===== src/rtl/ctr_pkg.sv =====
// Shared CTR definitions: requester IDs, the tag type that carries them
// through the in-order tag FIFO, and the default outstanding-read depth.
package ctr_pkg;

   typedef logic tag_t;

   localparam tag_t REQ_FPS       = 1'b0;
   localparam tag_t REQ_KNN       = 1'b1;
   localparam int   TAG_DEPTH_DEF = 4;

endpackage


===== src/rtl/tag_fifo.sv =====
// In-order FIFO of requester tags, one entry per outstanding GLB read.
// Full/empty derive only from registered count so they never depend on this cycle's pop.
module tag_fifo
   import ctr_pkg::*;
#(
   parameter int DEPTH = TAG_DEPTH_DEF
)(
   input  logic clk,
   input  logic rst,
   input  logic push,
   input  logic pop,
   input  tag_t din,
   output logic full,
   output logic empty,
   output tag_t head
);

   localparam int PW = (DEPTH > 1) ? $clog2(DEPTH) : 1;
   localparam int CW = $clog2(DEPTH + 1);

   tag_t           mem [DEPTH];
   logic [PW-1:0]  rd_ptr;
   logic [PW-1:0]  wr_ptr;
   logic [CW-1:0]  count;
   logic           push_ok;
   logic           pop_ok;

   assign full    = (count == CW'(DEPTH));
   assign empty   = (count == '0);
   assign head    = mem[rd_ptr];
   assign push_ok = push & ~full;
   assign pop_ok  = pop & ~empty;

   // Pointers wrap naturally because DEPTH is a power of two.
   always_ff @(posedge clk) begin
      if (rst) begin
         rd_ptr <= '0;
         wr_ptr <= '0;
         count  <= '0;
      end else begin
         if (push_ok) wr_ptr <= wr_ptr + 1'b1;
         if (pop_ok)  rd_ptr <= rd_ptr + 1'b1;
         case ({push_ok, pop_ok})
            2'b10:   count <= count + 1'b1;
            2'b01:   count <= count - 1'b1;
            default: count <= count;
         endcase
      end
   end

   always_ff @(posedge clk) begin
      if (push_ok) mem[wr_ptr] <= din;
   end

endmodule


===== src/rtl/crd_rd_arb.sv =====
// Shares the GLB coordinate-read channel between FPS and KNN: per-beat round-robin
// on addresses, tag-FIFO routing of returned words. Optional counters: CRD_RD_ARB_STAT_EN.
module crd_rd_arb
   import ctr_pkg::*;
#(
   parameter int IDX_WIDTH  = 10,
   parameter int SRAM_WIDTH = 256,
   parameter int TAG_DEPTH  = TAG_DEPTH_DEF
)(
   input  logic                  clk,
   input  logic                  rst,
   input  logic                  CCUCTR_Rst,
   input  logic [IDX_WIDTH-1:0]  FPSARB_CrdAddr,
   input  logic                  FPSARB_CrdAddrVld,
   output logic                  ARBFPS_CrdAddrRdy,
   output logic [SRAM_WIDTH-1:0] ARBFPS_Crd,
   output logic                  ARBFPS_CrdVld,
   input  logic                  FPSARB_CrdRdy,
   input  logic [IDX_WIDTH-1:0]  KNNARB_CrdAddr,
   input  logic                  KNNARB_CrdAddrVld,
   output logic                  ARBKNN_CrdAddrRdy,
   output logic [SRAM_WIDTH-1:0] ARBKNN_Crd,
   output logic                  ARBKNN_CrdVld,
   input  logic                  KNNARB_CrdRdy,
   output logic [IDX_WIDTH-1:0]  CTRGLB_CrdAddr,
   output logic                  CTRGLB_CrdAddrVld,
   input  logic                  GLBCTR_CrdAddrRdy,
   input  logic [SRAM_WIDTH-1:0] GLBCTR_Crd,
   input  logic                  GLBCTR_CrdVld,
   output logic                  CTRGLB_CrdRdy,
`ifdef CRD_RD_ARB_STAT_EN
   output logic [15:0]           ARBCCU_FpsGntCnt,
   output logic [15:0]           ARBCCU_KnnGntCnt,
   output logic [15:0]           ARBCCU_FullCnt,
`endif
   output logic                  ARBCCU_Err
);

   logic rst_all;
   logic any_req;
   logic gnt_knn;
   logic tag_full;
   logic tag_empty;
   logic addr_hs;
   logic data_hs;
   tag_t head;
   tag_t rr_ptr;
   tag_t grantee;
   logic err;

   assign rst_all = rst | CCUCTR_Rst;
   assign any_req = FPSARB_CrdAddrVld | KNNARB_CrdAddrVld;

   // Grant is a function of requests and the RR pointer only; GLB ready never feeds back into it.
   assign gnt_knn = (FPSARB_CrdAddrVld & KNNARB_CrdAddrVld) ? (rr_ptr == REQ_KNN)
                                                            : KNNARB_CrdAddrVld;
   assign grantee = gnt_knn ? REQ_KNN : REQ_FPS;

   assign CTRGLB_CrdAddrVld = any_req & ~tag_full;
   assign CTRGLB_CrdAddr    = gnt_knn ? KNNARB_CrdAddr : FPSARB_CrdAddr;
   assign ARBFPS_CrdAddrRdy = FPSARB_CrdAddrVld & ~gnt_knn & ~tag_full & GLBCTR_CrdAddrRdy;
   assign ARBKNN_CrdAddrRdy = gnt_knn & ~tag_full & GLBCTR_CrdAddrRdy;
   assign addr_hs           = CTRGLB_CrdAddrVld & GLBCTR_CrdAddrRdy;

   // Return path: the head tag steers the word; with no tag outstanding the word is sunk.
   assign ARBFPS_Crd    = GLBCTR_Crd;
   assign ARBKNN_Crd    = GLBCTR_Crd;
   assign ARBFPS_CrdVld = GLBCTR_CrdVld & ~tag_empty & (head == REQ_FPS);
   assign ARBKNN_CrdVld = GLBCTR_CrdVld & ~tag_empty & (head == REQ_KNN);
   assign CTRGLB_CrdRdy = tag_empty ? 1'b1 : ((head == REQ_KNN) ? KNNARB_CrdRdy : FPSARB_CrdRdy);
   assign data_hs       = GLBCTR_CrdVld & CTRGLB_CrdRdy & ~tag_empty;
   assign ARBCCU_Err    = err;

   tag_fifo #(
      .DEPTH (TAG_DEPTH)
   ) u_tag_fifo (
      .clk   (clk),
      .rst   (rst_all),
      .push  (addr_hs),
      .pop   (data_hs),
      .din   (grantee),
      .full  (tag_full),
      .empty (tag_empty),
      .head  (head)
   );

   always_ff @(posedge clk) begin
      if (rst_all) begin
         rr_ptr <= REQ_FPS;
         err    <= 1'b0;
      end else begin
         if (addr_hs) rr_ptr <= gnt_knn ? REQ_FPS : REQ_KNN;
         if (GLBCTR_CrdVld & tag_empty) err <= 1'b1;
      end
   end

`ifdef CRD_RD_ARB_STAT_EN
   function automatic logic [15:0] sat_inc(input logic [15:0] v);
      return (v == 16'hFFFF) ? v : v + 16'd1;
   endfunction

   always_ff @(posedge clk) begin
      if (rst_all) begin
         ARBCCU_FpsGntCnt <= '0;
         ARBCCU_KnnGntCnt <= '0;
         ARBCCU_FullCnt   <= '0;
      end else begin
         if (addr_hs & ~gnt_knn)   ARBCCU_FpsGntCnt <= sat_inc(ARBCCU_FpsGntCnt);
         if (addr_hs & gnt_knn)    ARBCCU_KnnGntCnt <= sat_inc(ARBCCU_KnnGntCnt);
         if (any_req & tag_full)   ARBCCU_FullCnt   <= sat_inc(ARBCCU_FullCnt);
      end
   end
`endif

endmodule

===== config.mk =====
export PLATFORM = sky130hd
export DESIGN_NAME = crd_rd_arb
export DESIGN_NICKNAME = d
export VERILOG_FILES = /design/src/rtl/ctr_pkg.sv /design/src/rtl/tag_fifo.sv /design/src/rtl/crd_rd_arb.sv
export SDC_FILE = /design/constraint.sdc
export NUM_CORES = 1
export LEC_CHECK = 0
export ABC_AREA = 1
export BUFFER_PORTS_ARGS = -buffer_cell sky130_fd_sc_hd__buf_2
export CORE_AREA = 2 2 315 317
export CTS_BUF_LIST = sky130_fd_sc_hd__clkbuf_4 sky130_fd_sc_hd__clkbuf_8
export DETAILED_ROUTE_END_ITERATION = 16
export DIE_AREA = 0 0 317 319
export PLACE_DENSITY = 0.33
export SLEW_MARGIN = 20
export SYNTH_ARGS = -nofsm -noshare
export SYNTH_HDL_FRONTEND = slang
export SYNTH_SLANG_ARGS = --single-unit
export TNS_END_PERCENT = 50

===== constraint.sdc =====
create_clock -name clk -period 2.55 [get_ports clk]
set_input_delay 0.1275 -clock clk [delete_from_list [all_inputs] [get_ports clk]]
set_output_delay 0.1275 -clock clk [all_outputs]
set_load 0.05 [all_outputs]

== Word level (Yosys, flattened, before mapping) ==
Memories as Yosys holds them, arrays and structs flattened. A register that Yosys moved wholly into a read port is not among the register bits.
Cells that the tools add are included.
Storage, ports and cells
  register bits after elaboration: 9
  RAM bits: 4
  input bits: 285
  memories: 1
Operators by class
  add/subtract/negate cells: 4
  eq/ne operators: 3
  multiplexer cells: 11
  bitwise gates (word level): 22
  reduce and logical (&&, ||, !) cells: 2
Memory list
  u_tag_fifo.mem: depth 4, bits a word 1, rd ports 1, clocked after Yosys merged registers in 1, wr ports 1, line tag_fifo.sv:21  | tag_t mem [DEPTH];
Operator list (count)
  $and A1 B1 Y1: 16
  $mux W10: 1
  $mux W1: 7
  $pmux W3 S2: 1
  $add A2 B1 Y2 const B: 2
  $mux W2: 2
  $not A1 Y1: 4
  $add A3 B1 Y3 const B: 1
  $eq A3 B3 Y1 const B: 1
  $logic_not A3 Y1: 1
  $sub A3 B1 Y3 const B: 1
  $eq A2 B1 Y1 const B: 1
  $eq A2 B2 Y1 const B: 1
  $or A1 B1 Y1: 2
  $reduce_bool A2 Y1: 1

== Depth between registers and ports, before layout ==
Gate-level depths: netlist of run 1.
  word-level depth: 7
  gate-level depth with buffers: 13
  gate-level depth less buffers: 13

== By module ==
From an unflattened synthesis of run 1, not the netlist that was laid out.
Second synthesis, totals
  cells, all modules: 657
  area total of the unflattened synthesis: 4804.6 µm²
By module, submodules not included
  crd_rd_arb: instances 1, cells each 576, area an instance 4145.2 µm², sequential area each 40.0 µm²
  tag_fifo: instances 1, cells each 81, area an instance 659.4 µm², sequential area each 300.3 µm²

== Worst setup path before layout of run 1 ==
OpenSTA, ideal clock, no wires.
  path kind: reg-to-reg
  start point: register u_tag_fifo.count[0]
  end point: register u_tag_fifo.count[2]
  data arrival time: 2.164 ns
  path slack: 0.316 ns
  cell stages (with the launch flop): 13
  path buffers: 1
  cell sequence: dfxtp_1 nor2_1 nand2_1 inv_2 nor2_4 nand2_2 buf_6 ha_1 fa_1 a21oi_1 o21a_1 o21ai_0 a21oi_1
On the way
  cells in the longest elaborated chain, start to end: 7
  elaborated cells between the ends (all ways): 17
  those cells by class: add/sub: 2; eq/ne: 3; mux: 2; bitwise: 8; reduce/logical: 2
RTL lines
  start: declaration: line tag_fifo.sv:24  | logic [CW-1:0] count;
  start signal: assignment: line tag_fifo.sv:44  | 2'b10: count <= count + 1'b1;
  start signal: assignment: line tag_fifo.sv:45  | 2'b01: count <= count - 1'b1;
  start signal: assignment: line tag_fifo.sv:46  | default: count <= count;
  $eq A3 B3 Y1 *: line tag_fifo.sv:28  | assign full = (count == CW'(DEPTH));
  $not A1 Y1 *: line crd_rd_arb.sv:59  | assign CTRGLB_CrdAddrVld = any_req & ~tag_full;
  $and A1 B1 Y1 *: line crd_rd_arb.sv:59
  net CTRGLB_CrdAddrVld: line crd_rd_arb.sv:26  | output logic CTRGLB_CrdAddrVld,
  $and A1 B1 Y1 *: line crd_rd_arb.sv:63  | assign addr_hs = CTRGLB_CrdAddrVld & GLBCTR_CrdAddrRdy;
  $and A1 B1 Y1 *: line tag_fifo.sv:31  | assign push_ok = push & ~full;
  $eq A2 B1 Y1 or $eq A2 B2 Y1 (tied branches): line tag_fifo.sv:43  | case ({push_ok, pop_ok})
  $pmux W3 S2 or $reduce_bool A2 Y1 (tied branches)
Mark *: on every way through the listed nets, which the timed path passes. The rest lies on a longest branch.
A chain may end at the register's enable or synchronous reset.

== Final worst setup path of run 1 ==
  start point: register u_tag_fifo.count[0]
  end point: register u_tag_fifo.count[2]
On the way
  cells in the longest elaborated chain, start to end: 7
  elaborated cells between the ends (all ways): 17
  those cells by class: add/sub: 2; eq/ne: 3; mux: 2; bitwise: 8; reduce/logical: 2
RTL lines
  $logic_not A3 Y1 *: line tag_fifo.sv:29  | assign empty = (count == '0);
  $mux W1: line crd_rd_arb.sv:70  | assign CTRGLB_CrdRdy = tag_empty ? 1'b1 : ((head == REQ_KNN) ? KNNARB_CrdRdy : FPSARB_CrdRdy);
  $and A1 B1 Y1 (2 in a row): line crd_rd_arb.sv:71  | assign data_hs = GLBCTR_CrdVld & CTRGLB_CrdRdy & ~tag_empty;
  $and A1 B1 Y1 *: line tag_fifo.sv:32  | assign pop_ok = pop & ~empty;
  net u_tag_fifo.pop_ok: line tag_fifo.sv:26  | logic pop_ok;
  $eq A2 B1 Y1 or $eq A2 B2 Y1 (tied branches): line tag_fifo.sv:43
  $pmux W3 S2 or $reduce_bool A2 Y1 (tied branches)
Marks and branches as above.

==> results of run 1 <==
-- layer usage --
metal / share of wire / track usage / wire length [um] / vias to the layer above
li1: - / - / - / 491
met1: 0.20 / 0.0283 / 5120 / 558
met2: 0.36 / 0.0609 / 9450 / 431
met3: 0.30 / 0.0629 / 7940 / 239
met4: 0.14 / 0.0581 / 3540 / 0
met5: 0 / 0 / 0 / -
-- kinds of logic after synthesis --
family,Yosys count
xor gates and xnor gates,2
and+or+nand+nor,70
DFF,15
buffers and inverters,535
adders and majority gates,6
AOI/OAI and AO/OA,14
-- final timing paths --
path | from | to | slack [ps] | depth (start not counted)
worst max-delay path | u_tag_fifo.count[0] | u_tag_fifo.count[2] | 320 | 10
worst max register to register | u_tag_fifo.count[0] | u_tag_fifo.count[2] | 320 | 10
worst min-delay path | GLBCTR_CrdVld | ARBCCU_Err | 130 | 3
worst min register to register | ARBCCU_Err | ARBCCU_Err | 440 | 2
-- per-stage QoR --
stage	setup slack (ps)	total power [uW]	cell area, um2	instances
2_1_floorplan	316	2550	4760	642
3_3_place_gp	298	477	2750	1461
3_5_place_dp	323	476	2750	1461
4_1_cts	304	727	2800	1465
5_1_grt	84.1	750	2800	1465
6_report	318	702	2800	1465
-- worst register-to-register path: stages, from the launching register on --
cell and delay, ps:
dfxtp_1 350, nor3_1 330, nor2_1 130, nand3_2 130, inv_1 50, ha_1 230, fa_1 440, a21oi_1 150
o21a_1 150, o21ai_0 70, a21oi_1 130
-- power by group --
group          leakage [uW]  total [uW]  internal [uW]  switching (uW)
Sequential         0.000126         255            251            4.12
Combinational      0.000515         207           53.1             154
Clock             0.0000262         240            122             117
Total              0.000668         702            427             276
-- cell usage in the layout, fill, tap and decap left out --
cell and n:
buf_2 45, nor3_1 1, buf_4 2, a21oi_1 9, nand3_2 3, inv_2 2, clkbuf_8 3, ha_1 5
edfxtp_1 4, dfxtp_1 11, xor2_1 2, o21ai_1 1, or2_1 1, nand2_1 45, nand3b_1 1, fa_1 1
nor2_1 15, nor2_4 1, nand3_1 2, inv_1 18, nand2_2 1, o21a_1 1, o21ai_0 2, clkbuf_4 1
a211oi_2 1
-- final cells by class --
| cell class | instances | area (um2) | share of cell area |
|---|---|---|---|
| inverter | 20 | 75.1 | 0.0268 |
| clock buffer | 4 | 48.8 | 0.0174 |
| timing repair buffer | 47 | 240 | 0.0859 |
| tap | 1287 | 1610 | 0.576 |
| multi-input combinational | 92 | 482 | 0.172 |
| sequential | 15 | 340 | 0.122 |
==> results.toml, run 1 <==
[route]
wl_per_cell_um = 17.8
postRouteAntennaNets = 0
viasPerCell = 1.17
wirelength_um = 26000
vias = 1719
drc = 0
firstDrtPassIters = 4
first_iter_violations = 73

[final_layout]
fin_util = 0.0286
area_delta_synth_final_pct = -41.3
fin_nets = 470
layout-drive-gt1-share = 0.331
nFillCells = 11610
antenna_cells = 0

[pwr]
power_density_mw_per_mm2 = 251
peakVddDrop_uv = 119
leakage_uw = 0.000668

[sta]
worst_pin_slew_ps = 528
period_share = 0.875
setup_violations = 0
finClkSkew_ps = 21.9
slew_violations = 0
fmax_ghz = 0.448
setup_tns_ps = 0
slew_headroom = 0.646
whs_ps = 127
final_hold_viol_count = 0
rsz0062_at_grt = "false"
min_period_ps = 2230

[clock_tree]
cts_resized = 0
post_cts_buffers = 0
clock-sinks = 15
htreeDepth = 1
cts_buffers = 3
clock_latency_ps = 280
cts-root-buf = "clkbuf_8"
cts_buffer_depth = 2
cts_hold_buf = 0
clkTransAtPathRegs_ps = 70
cts_tree = "built"

[yosys]
synth-edff-count = 4
syn_area_mm2 = 0.00476
synth_xor_area_frac = 0.00368
yosys.area_share.adder = 0.0173
synth.area.top_cells = "buf_4, dfxtp_1, nand2_1"
synth_common_cells = "buf_4, nand2_1, inv_1"
synth_most_common_cell = "buf_4"
yosys.area_share.simple = 0.0633
ys_types = 24
avgSynthCellArea_um2 = 7.42
synth.top_cell.area_share = 0.807
synth_compound_gate_area_share = 0.0168
synth_fp_nets = 933
seq_area_frac_synth = 0.0715
async_reset_ff_frac = 0
netlist_instances = 642
yosysTopAreaCell = "buf_4"
synth_ff_type = "dfxtp_1"
yosysWarnings = 0
synthMuxAreaShare = 0
synth_top_family_by_area = "buffers and inverters"
synth-seq-cells = 15

[floorplan]
rows = 115
die_y_um = 319
fp.dieW_um = 317
design.die.area_mm2 = 0.101
core_mm2 = 0.0977
initial_core_util = 0.0487
ios = 814

[critical_path]
cp_common_cell = "a21oi_1"
worstPathCellList = "nor3_1, nor2_1, nand3_2, inv_1, ha_1, fa_1, a21oi_1, o21a_1, o21ai_0, a21oi_1"
critPathKind = "reg2reg"
start_kind = "flip-flop"
max_stage_delay_ps = 440
crit_arrival_ps = 2420
required_ps = 2740
crit_buf_inv = 1
end_kind = "flip-flop"
crit_fanout = 4
cp_slowest_cell = "fa_1"
crit_family = "adder cells"

[global_route]
grt_pass1_wl_um = 29400
grt_max_degree = 16
grt_use_total = 0.0479
grt.overflow.total = 0
grt_pass1_vias = 1816
antenna_found_initial = 5

[hold_path]
hold_class = "in2reg"

[place]
place_hpwl_um = 23000
routabilityCongestion = 0.609
io_buffers = 45

[outcome]
run_status = "completed"

[run]
max_cap_violations = 0
No activity file was read; power rests on OpenSTA's default activity.
==> run 2, diff against run 1 <==
GPL_TIMING_DRIVEN = 0   (was unset)
==> results.toml, run 2 (same netlist as run 1, synthesis figures left out) <==
[place]
routabilityCongestion = 0.864
place_area_mm2 = 0.00916
place_hpwl_um = 30200
io_buffers = 557

[global_route]
grt_use_total = 0.0560
grt_pass1_wl_um = 38700
grt_max_degree = 14
grt_pass1_vias = 4875
antenna_found_initial = 5
grt.overflow.total = 0

[clock_tree]
cts_buffer_depth = 2
cts_resized = 0
htreeDepth = 1
clkTransAtPathRegs_ps = 60
post_cts_buffers = 0
clock_latency_ps = 250
cts_buffers = 3
cts-root-buf = "clkbuf_8"
clock-sinks = 15
cts_hold_buf = 0
cts_tree = "built"

[route]
vias = 5207
postRouteAntennaNets = 0
firstDrtPassIters = 4
drc = 0
wl_per_cell_um = 12.7
viasPerCell = 2.09
wirelength_um = 31600
first_iter_violations = 111

[sta]
slew_violations = 0
period_share = 0.920
final_hold_viol_count = 0
setup_violations = 0
finClkSkew_ps = 1.76
min_period_ps = 2350
fmax_ghz = 0.426
slew_headroom = 0.622
setup_tns_ps = 0
rsz0062_at_grt = "false"
worst_pin_slew_ps = 565

[hold_path]
hold_class = "in2reg"

[final_layout]
final_cell_mix = "buf_2, buf_4, nand2_1"
stdcell_area_mm2 = 0.00922
layout-drive-gt1-share = 0.903
final_common_cell = "buf_2"
fin_nets = 1495
nFillCells = 11473
area_delta_synth_final_pct = 93.7

[run]
max_cap_violations = 0

[pwr]
p_switching_uw = 2040
clkPwrFrac = 0.060
power_density_mw_per_mm2 = 349
peakVddDrop_uv = 131
p_sw_frac = 0.633
internal-power_uw = 1180
leakage_uw = 0.00515
combPwrFrac = 0.861
seqPwrFrac = 0.080

[floorplan]
die_y_um = 319
rows = 115
core_mm2 = 0.0977
design.die.area_mm2 = 0.101
fp.dieW_um = 317
ios = 814
initial_core_util = 0.0487

[critical_path]
end_kind = "flip-flop"
start_kind = "flip-flop"
required_ps = 2730
crit_fanout = 10
critPathKind = "reg2reg"
crit_arrival_ps = 2530
r2r_setup_slack_ps = 200

[outcome]
run_status = "completed"
## run 2: final timing paths
check | start | endpoint | depth (start not counted)
setup / recovery | u_tag_fifo.count[0] | u_tag_fifo.count[2] | 12
hold / removal | GLBCTR_CrdVld | ARBCCU_Err | 3
setup reg to reg | u_tag_fifo.count[0] | u_tag_fifo.count[2] | 12
hold reg to reg | ARBCCU_Err | ARBCCU_Err | 2
## run 2: metal layers
metal	global-route usage	wire length (um)
met1	0.0651	12300
met2	0.109	16600
met3	0.00553	2170
met4	0.00996	469
met5	0	16
## run 2: cell type report
type	count	area, um2	share of cell area
plain buffers	515	3860	0.419
repair buffers	557	2790	0.302
well taps	1287	1610	0.175
multi-input cells	92	489	0.0530
flip-flops and latches	15	340	0.0369
inverters	20	75.1	0.00814
clock buffers	3	41.3	0.00448
diodes	4	10.0	0.00109
clock inverters	1	5.00	0.000543
## run 2: power by group through the flow
| stage | combinational (uW) | clock, uW | sequential [uW] |
|---|---|---|---|
| 6_report | 2770 | 193 | 256 |
| 5_1_grt | 2880 | 220 | 257 |
| 4_1_cts | 2790 | 207 | 256 |
| 3_5_place_dp | 2780 | 0 | 261 |
| 3_3_place_gp | 2800 | 0 | 261 |
| 2_1_floorplan | 2290 | 0 | 263 |
## run 2: worst max-delay path, stage by stage (launching register included)
cell and delay (ps):
dfxtp_1 420, nor2_1 90, nand2_2 150, inv_2 70, nor2_4 100, nand2_2 120, buf_6 170, ha_1 220
fa_1 440, a21oi_1 160, o21a_1 140, o21ai_0 70, a21oi_1 120
## run 2: stage by stage
stage / worst slack [ps] / hold slack (ps) / util / std cells / total power (uW)
global placement: 125 / 408 / 0.0938 / 2486 / 3060
finish: 204 / 147 / 0.0944 / 2494 / 3220
detailed placement: 134 / 408 / 0.0938 / 2486 / 3050
CTS: 80.2 / 136 / 0.0942 / 2490 / 3250
global route: 16.3 / 146 / 0.0943 / 2491 / 3350
floorplan: 316 / 271 / - / 642 / 2550
==> run 3, diff against run 2 <==
RECOVER_POWER = 25   (was unset)
==> results.toml, run 3 (same netlist as run 1, synthesis figures left out) <==
[critical_path]
cp_slowest_cell = "fa_1"
start_kind = "flip-flop"
crit_fanout = 10
max_stage_delay_ps = 440
r2r-end = "u_tag_fifo.count[2]"
end_kind = "flip-flop"
r2r_setup_slack_ps = 190
reg2reg_depth = 12
required_ps = 2730
cp-startpoint = "u_tag_fifo.count[0]"
worstPathCellList = "nor2_1, nand2_2, inv_2, nor2_4, nand2_2, buf_6, ha_1, fa_1, a21oi_1, o21a_1, o21ai_0, a21oi_1"
r2r_start = "u_tag_fifo.count[0]"
critPathKind = "reg2reg"
crit_arrival_ps = 2540
worstSetupEndpoint = "u_tag_fifo.count[2]"

[route]
wl_per_cell_um = 12.7
vias = 5215
viasPerCell = 2.09
first_iter_violations = 100
drc = 0
firstDrtPassIters = 4
wirelength_um = 31600
postRouteAntennaNets = 0

[pwr]
leakage_uw = 0.00477
p_switching_uw = 2040
power_density_mw_per_mm2 = 352
internal-power_uw = 1150
peakVddDrop_uv = 131
seqPwrFrac = 0.080
clkPwrFrac = 0.061
combPwrFrac = 0.859
p_sw_frac = 0.640

[global_route]
grt_use_total = 0.0560
met1_usage = 0.0651
grt_util_met2 = 0.109
grt_pass1_vias = 4875
use_met3 = 0.00553
grt_max_degree = 14
grt.overflow.total = 0
grt_pass1_wl_um = 38700
grt-busiest-layer = "met2"
antenna_found_initial = 5

[clock_tree]
cts_buffers = 3
cts_hold_buf = 0
cts_buffer_depth = 2
cts-root-buf = "clkbuf_8"
clock-sinks = 15
clock_latency_ps = 250
htreeDepth = 1
cts_tree = "built"
clkTransAtPathRegs_ps = 60

[final_layout]
stdcell_area_mm2 = 0.00905
fin_util = 0.0927
layout-drive-gt1-share = 0.790
final_cell_mix = "buf_4, buf_2, clkbuf_1"
seq_area_um2 = 340
area_delta_synth_final_pct = 90.1
nFillCells = 11534
final_common_cell = "buf_4"
multi_input_area_um2 = 489
fin_nets = 1495
final_cells = 2494

[outcome]
run_status = "completed"

[place]
place_area_mm2 = 0.00916
place_inst = 2486
place_hpwl_um = 30200
io_buffers = 557
routabilityCongestion = 0.864

[sta]
slew_violations = 0
min_period_ps = 2360
period_share = 0.926
slew_headroom = 0.591
setup_violations = 0
finClkSkew_ps = 1.76
rsz0062_at_grt = "false"
worst_pin_slew_ps = 617
setup_tns_ps = 0
fmax_ghz = 0.423
final_hold_viol_count = 0

[floorplan]
initial_core_util = 0.0487
core_mm2 = 0.0977
design.die.area_mm2 = 0.101
ios = 814
rows = 115
fp.dieW_um = 317
die_y_um = 319

[hold_path]
hold_class = "in2reg"
hold_start = "GLBCTR_CrdVld"

[run]
max_cap_violations = 0
## run 3: cell count changes in the layout (fill, tap and decap cells not counted)
| cell | previous run | this run |
|---|---|---|
| buf_2 | 559 | 423 |
| clkbuf_1 | 0 | 136 |
## run 3: repair_timing
action | 4_1_cts | 5_1_grt
hold endpoints to repair | 0 | 0
resized for setup | 0 | 2
endpoints found under the setup margin | 0 | 1
buffers inserted | 0 | 0
## run 3: power by group through the flow
stage / Combinational [uW] / Sequential [uW] / Clock [uW]
finish: 2740 / 256 / 193
global route: 2850 / 257 / 220
CTS: 2790 / 256 / 207
detailed placement: 2780 / 261 / 0
global placement: 2800 / 261 / 0
floorplan: 2290 / 263 / 0
## run 3: cell type report
| type | count | share of cell area |
|---|---|---|
| Antenna cell | 4 | 0.00111 |
| Buffer | 515 | 0.427 |
| Clock buffer | 3 | 0.00456 |
| Clock inverter | 1 | 0.000553 |
| Inverter | 20 | 0.00829 |
| Multi-Input combinational cell | 92 | 0.0540 |
| Sequential cell | 15 | 0.0376 |
| Tap cell | 1287 | 0.178 |
| Timing Repair Buffer | 557 | 0.289 |
## run 3: worst min path at each step
stage / cells past startpoint / end / slack, ps
floorplan: 2 / ARBCCU_Err / 270
global placement: 3 / ARBCCU_Err / 410
detailed placement: 3 / ARBCCU_Err / 410
CTS: 3 / ARBCCU_Err / 140
global route: 3 / ARBCCU_Err / 150
finish: 3 / ARBCCU_Err / 150
## run 3: worst max-delay path: cells and delay by family (launching register included)
| kind | cells | cell delay (ps) |
|---|---|---|
| and+or+nand+nor | 4 | 470 |
| DFF | 1 | 420 |
| buffers and inverters | 2 | 250 |
| AOI/OAI and AO/OA | 4 | 490 |
| adders and majority gates | 2 | 660 |
## run 3: per-stage QoR
step	worst slack [ps]	power, uW	hold slack, ps
floorplan	316	2550	271
finish	188	3190	147
detailed placement	134	3050	408
global placement	125	3060	408
CTS	80.2	3250	136
global route	16.3	3320	146
## run 3: routing by layer
metal  part of all wire  vias up
li1                   -     2548
met1               0.38     2220
met2               0.53      428
met3              0.075       17
met4              0.015        2
met5            0.00051        -
